===== src/rtl/delay_line_ctrl.sv =====
// Access-side controller for a circular audio delay line held in a simple dual-port RAM.
// Each accepted sample is mixed with a gain-scaled delayed sample and written back.
module delay_line_ctrl #(
  parameter int unsigned DATA_WIDTH = 32,
  parameter int unsigned ADDR_WIDTH = 10,
  parameter int unsigned GAIN_WIDTH = 16,
  parameter int unsigned GAIN_FRAC  = 15
) (
  input  logic                  clk,
  input  logic                  rst,
  input  logic [DATA_WIDTH-1:0] sample_in,
  input  logic                  sample_in_valid,
  output logic                  sample_in_ready,
  input  logic [ADDR_WIDTH-1:0] delay,
  input  logic [GAIN_WIDTH-1:0] gain,
  output logic [DATA_WIDTH-1:0] sample_out,
  output logic                  sample_out_valid,
  output logic                  clearing,
  output logic [ADDR_WIDTH-1:0] ram_read_addr,
  output logic [ADDR_WIDTH-1:0] ram_write_addr,
  output logic [DATA_WIDTH-1:0] ram_data_in,
  output logic                  ram_wr_en,
  input  logic [DATA_WIDTH-1:0] ram_data_out
);

  localparam int unsigned ProdWidth = DATA_WIDTH + GAIN_WIDTH + 1;

  localparam logic signed [ProdWidth-1:0] SatMax =
    {{(ProdWidth - DATA_WIDTH + 1){1'b0}}, {(DATA_WIDTH - 1){1'b1}}};
  localparam logic signed [ProdWidth-1:0] SatMin =
    {{(ProdWidth - DATA_WIDTH + 1){1'b1}}, {(DATA_WIDTH - 1){1'b0}}};

  typedef enum logic [2:0] {StClear, StIdle, StAddr, StData, StWrite} state_e;

  state_e                  r_state;
  logic [ADDR_WIDTH:0]     r_clr_ptr;
  logic [ADDR_WIDTH-1:0]   r_wr_ptr;
  logic [DATA_WIDTH-1:0]   r_sample;
  logic [GAIN_WIDTH-1:0]   r_gain;
  logic [DATA_WIDTH-1:0]   r_sample_out;
  logic                    r_sample_out_valid;
  logic                    r_ready;
  logic                    r_clearing;
  logic [ADDR_WIDTH-1:0]   r_ram_read_addr;
  logic [ADDR_WIDTH-1:0]   r_ram_write_addr;
  logic [DATA_WIDTH-1:0]   r_ram_data_in;
  logic                    r_ram_wr_en;

  logic [ADDR_WIDTH-1:0]   w_d_eff;
  logic signed [ProdWidth-1:0] w_delayed;
  logic signed [ProdWidth-1:0] w_gain;
  logic signed [ProdWidth-1:0] w_prod;
  logic signed [ProdWidth-1:0] w_fb;
  logic signed [ProdWidth-1:0] w_in;
  logic signed [ProdWidth-1:0] w_sum;
  logic [DATA_WIDTH-1:0]   w_mix;

  // A zero delay would read the slot about to be written; treat it as one sample.
  assign w_d_eff = (delay == '0) ? ADDR_WIDTH'(1) : delay;

  assign w_delayed = {{(ProdWidth - DATA_WIDTH){ram_data_out[DATA_WIDTH-1]}}, ram_data_out};
  assign w_gain    = {{(ProdWidth - GAIN_WIDTH){1'b0}}, r_gain};
  assign w_prod    = w_delayed * w_gain;
  assign w_fb      = w_prod >>> GAIN_FRAC;
  assign w_in      = {{(ProdWidth - DATA_WIDTH){r_sample[DATA_WIDTH-1]}}, r_sample};
  assign w_sum     = w_in + w_fb;

  always_comb begin
    w_mix = w_sum[DATA_WIDTH-1:0];
    if (w_sum > SatMax) begin
      w_mix = {1'b0, {(DATA_WIDTH - 1){1'b1}}};
    end else if (w_sum < SatMin) begin
      w_mix = {1'b1, {(DATA_WIDTH - 1){1'b0}}};
    end
  end

  always_ff @(posedge clk or posedge rst) begin
    if (rst) begin
      r_state            <= StClear;
      r_clr_ptr          <= '0;
      r_wr_ptr           <= '0;
      r_sample           <= '0;
      r_gain             <= '0;
      r_sample_out       <= '0;
      r_sample_out_valid <= 1'b0;
      r_ready            <= 1'b0;
      r_clearing         <= 1'b1;
      r_ram_read_addr    <= '0;
      r_ram_write_addr   <= '0;
      r_ram_data_in      <= '0;
      r_ram_wr_en        <= 1'b0;
    end else begin
      unique case (r_state)
        StClear: begin
          // Extra pointer bit marks that every word has been issued a zero write.
          if (r_clr_ptr[ADDR_WIDTH]) begin
            r_state     <= StIdle;
            r_ram_wr_en <= 1'b0;
            r_clearing  <= 1'b0;
            r_ready     <= 1'b1;
          end else begin
            r_ram_wr_en      <= 1'b1;
            r_ram_data_in    <= '0;
            r_ram_write_addr <= r_clr_ptr[ADDR_WIDTH-1:0];
            r_clr_ptr        <= r_clr_ptr + 1'b1;
          end
        end
        StIdle: begin
          if (sample_in_valid && r_ready) begin
            r_sample        <= sample_in;
            r_gain          <= gain;
            r_ram_read_addr <= r_wr_ptr - w_d_eff;
            r_ready         <= 1'b0;
            r_state         <= StAddr;
          end
        end
        StAddr: begin
          r_state <= StData;
        end
        StData: begin
          r_sample_out       <= w_mix;
          r_ram_data_in      <= w_mix;
          r_sample_out_valid <= 1'b1;
          r_ram_wr_en        <= 1'b1;
          r_ram_write_addr   <= r_wr_ptr;
          r_state            <= StWrite;
        end
        StWrite: begin
          r_sample_out_valid <= 1'b0;
          r_ram_wr_en        <= 1'b0;
          r_wr_ptr           <= r_wr_ptr + 1'b1;
          r_ready            <= 1'b1;
          r_state            <= StIdle;
        end
        default: begin
          r_state <= StClear;
        end
      endcase
    end
  end

  assign sample_in_ready  = r_ready;
  assign sample_out       = r_sample_out;
  assign sample_out_valid = r_sample_out_valid;
  assign clearing         = r_clearing;
  assign ram_read_addr    = r_ram_read_addr;
  assign ram_write_addr   = r_ram_write_addr;
  assign ram_data_in      = r_ram_data_in;
  assign ram_wr_en        = r_ram_wr_en;

endmodule


===== config.mk =====
export PLATFORM = sky130hd
export DESIGN_NAME = delay_line_ctrl
export DESIGN_NICKNAME = d
export VERILOG_FILES = /design/src/rtl/delay_line_ctrl.sv
export SDC_FILE = /design/constraint.sdc
export NUM_CORES = 2
export LEC_CHECK = 0
export ABC_AREA = 1
export CAP_MARGIN = 20
export CORE_UTILIZATION = 50
export DETAILED_ROUTE_END_ITERATION = 7
export PLACE_DENSITY = 0.75
export SYNTH_ARGS = -nofsm -noshare
export SYNTH_HDL_FRONTEND = slang
export SYNTH_SLANG_ARGS = --single-unit

===== constraint.sdc =====
create_clock -name clk -period 7.9 [get_ports clk]
set_clock_uncertainty 0.2 [all_clocks]
set_input_delay 1.58 -clock clk [delete_from_list [all_inputs] [get_ports clk]]
set_output_delay 1.58 -clock clk [all_outputs]
set_load 0.02 [all_outputs]

==> flow_summary.json <==
{
  "area_delta_synth_final_pct": 38.0,
  "r2r_cells": 42,
  "rows": 86,
  "die-area_sq_um": 56500,
  "grt_antenna_before_repair": 0,
  "cp.arrival_ps": 9230,
  "ant_nets": 0,
  "fin_nets": 5002,
  "vias": 26929,
  "finalHoldViolations": 0,
  "holdPathStages": 2,
  "clk_latency_ps": 500,
  "drive_gt1_share_pct": 28.5,
  "hold_class": "register to register",
  "start_kind": "input port",
  "relSlewSlack_pct": 42.1,
  "layout_setup_ws_ps": -1100,
  "viasPerCell": 5.37,
  "grt_pass1_wl_mm": 141,
  "r2r_slack_ps": -410,
  "synthCells": 3670,
  "final_common_cell": "nand2_1",
  "rsz0062_at_grt": "true",
  "period_needed_ps": 9000,
  "multi_input_area_sq_um": 22400,
  "utilization_pct": 69.7,
  "num_antenna_cells": 0,
  "cpPeakStageDelay_ps": 680,
  "wirelength_mm": 95.5,
  "portBuffers": 180,
  "drv_slew": 0,
  "dr.first_iter.drc_count": 2157,
  "cts-root-buf": "clkbuf_16",
  "crit_fanout": 7,
  "min_to": "clearing$_DFFE_PP1P_",
  "coreArea_sq_um": 55000,
  "yosys_warnings": 0,
  "fmaxAchievable_mhz": 111,
  "grt_max_degree": 108,
  "status": "finished with violations",
  "synth-seq-cells": 160,
  "synth_fp_nets": 4415,
  "dieHeight_um": 238,
  "overflow": 0,
  "clockBufferDepth": 2,
  "reg2reg_to": "sample_out[6]$_DFFE_PP0P_",
  "drt_first_pass_iters": 8,
  "die-width_um": 238,
  "setup_viol": 64,
  "worstSetupPathType": "input port to register",
  "synth_seq_area_share_pct": 14.4,
  "failed_checks": "setup timing",
  "synth_cell_types": 47,
  "synth_top_family_by_area": "adder cells",
  "synth-adder-area-share_pct": 42.6,
  "clk_pin_slew_ps": 80,
  "grt_use_total_pct": 32.1,
  "r2r-start": "r_gain[8]$_DFFE_PP0P_",
  "crit_cells": 42,
  "synthXorXnorAreaFrac_pct": 2.80,
  "hp-start": "clearing$_DFFE_PP1P_",
  "cp.buffers_inverters": 8,
  "post-route-drc-count": 0,
  "synth_area_sq_um": 27800,
  "cts_made_buffers": 17,
  "avgSynthCellArea_sq_um": 7.57,
  "htreeDepth": 4,
  "cp.required_ps": 8130,
  "min_period_over_period_pct": 114,
  "regArea_sq_um": 4010,
  "endpoint_kind": "register",
  "crit_top_cell": "nand2_1",
  "place_congestion": 0.931,
  "maxCapViolations": 0,
  "cts_tree": "built",
  "n_fill_cell": 3784,
  "initial_core_util_pct": 50.6,
  "io_pins": 181,
  "grt_pass1_vias": 28123,
  "slowest_stage": "fa_1",
  "worst_pin_slew_ps": 868,
  "muxShareOfSynthArea_pct": 0,
  "dp_hpwl_mm": 61.1,
  "synth_compound_area_share_pct": 4.64,
  "routedWlPerCell_um": 19.0,
  "synth_simple_gate_area_share_pct": 20.7,
  "cts_sinks": 160,
  "mostFrequentLayoutCells": "1036 x nand2_1, 843 x inv_1, 443 x fa_1",
  "crit_family": "adder cells"
}
[kinds of logic after synthesis]
logic type               Yosys count
flip-flops                       160
AND/OR/NAND/NOR                 1453
AO/OA/AOI/OAI                    227
buffers and inverters           1089
adder cells (fa/ha/maj)          652
XOR/XNOR                          89
[layout make-up]
| type | instances | area share [%] |
|---|---|---|
| clock inverters | 15 | 0.427 |
| repair buffers | 723 | 18.1 |
| well taps | 748 | 2.44 |
| multi-input cells | 2421 | 58.3 |
| flip-flops and latches | 160 | 10.4 |
| clock buffers | 17 | 1.11 |
| inverters | 934 | 9.17 |
[how the worst max path moves through the flow]
stage	startpoint	end
final	ram_data_out[12]	sample_out[6]$_DFFE_PP0P_
after global routing	ram_data_out[17]	sample_out[6]$_DFFE_PP0P_
after CTS	ram_data_out[9]	ram_data_in[12]$_DFFE_PP0P_
after detailed placement	ram_data_out[19]	ram_data_in[19]$_DFFE_PP0P_
after global placement	ram_data_out[19]	sample_out[23]$_DFFE_PP0P_
after floorplan	ram_data_out[31]	ram_data_in[0]$_DFFE_PP0P_
[cell usage after synthesis (all sizes together)]
library cell / number / area share, %
a31oi: 21 / 0.47
nor4: 7 / 0.16
o21bai: 12 / 0.32
nand3b: 3 / 0.081
a31o: 1 / 0.032
ha: 163 / 7.3
nor3b: 1 / 0.045
o2111ai: 1 / 0.032
nor3: 12 / 0.25
o21a: 9 / 0.24
inv: 934 / 13
o21ai: 61 / 1.1
nor2: 146 / 2.1
or2: 5 / 0.11
clkbuf: 136 / 1.8
dfrtp: 159 / 14
o211ai: 2 / 0.054
xnor2: 23 / 0.72
nand3: 39 / 0.76
xor2: 66 / 2.1
a21boi: 2 / 0.054
a21oi: 103 / 1.9
a211oi: 2 / 0.054
and2: 1 / 0.023
nand2: 1224 / 17
nand4: 11 / 0.25
o31ai: 2 / 0.054
a311oi: 2 / 0.063
a21o: 8 / 0.22
buf: 19 / 0.50
o41ai: 1 / 0.032
dfstp: 1 / 0.095
and3: 4 / 0.090
fa: 489 / 35
[worst register-to-register path: cells and delay by family, from the launching register on]
kind	cells	cell delay, ps
fa+ha+maj	8	3880
xor+xnor	1	340
flops	1	390
simple gates	20	1880
buf+inv	10	1130
compound gates	3	420
[per-stage QoR]
stage | instances | cell area [sq um] | setup slack (ps) | TNS [ps] | hold WS [ps]
2_1_floorplan | 3670 | 28200 | -465 | -28950 | 253
3_3_place_gp | 4837 | 33400 | -1860 | -115720 | 256
3_5_place_dp | 4837 | 33400 | -1930 | -117570 | 257
4_1_cts | 4989 | 36800 | -513 | -29720 | 269
5_1_grt | 5018 | 38300 | -1510 | -92130 | 297
6_report | 5018 | 38300 | -1100 | -64730 | 264
[flip-flops by register name, indices dropped and copies added, names as in the netlist]
name and count:
ram_write_addr 10, ram_data_in 32, r_state 3, r_gain 16, clearing 1, r_sample 32
sample_in_ready 1, r_clr_ptr 11, sample_out 32, r_wr_ptr 10, sample_out_valid 1, ram_wr_en 1
ram_read_addr 10
[what timing repair did]
action                                  in CTS  in global routing
pin swaps                                  313                177
cloned                                      14                  4
gates resized for setup                    568                304
buffers inserted                           110                 25
hold endpoints to repair                     0                  0
hold buffers                                 0                  0
endpoints found under the setup margin      64                 64
[per-layer routing]
| metal | vias up | share of wire [%] | track usage (%) |
|---|---|---|---|
| li1 | 11693 | - | - |
| met1 | 13170 | 35 | 36.4 |
| met2 | 1487 | 49 | 56.1 |
| met3 | 579 | 8.4 | 5.73 |
| met4 | 0 | 7.7 | 19.9 |
| met5 | - | 0 | 0 |
Power is not shown: default switching activity piles up to over one toggle a cycle in this logic, so the estimate is an artifact.
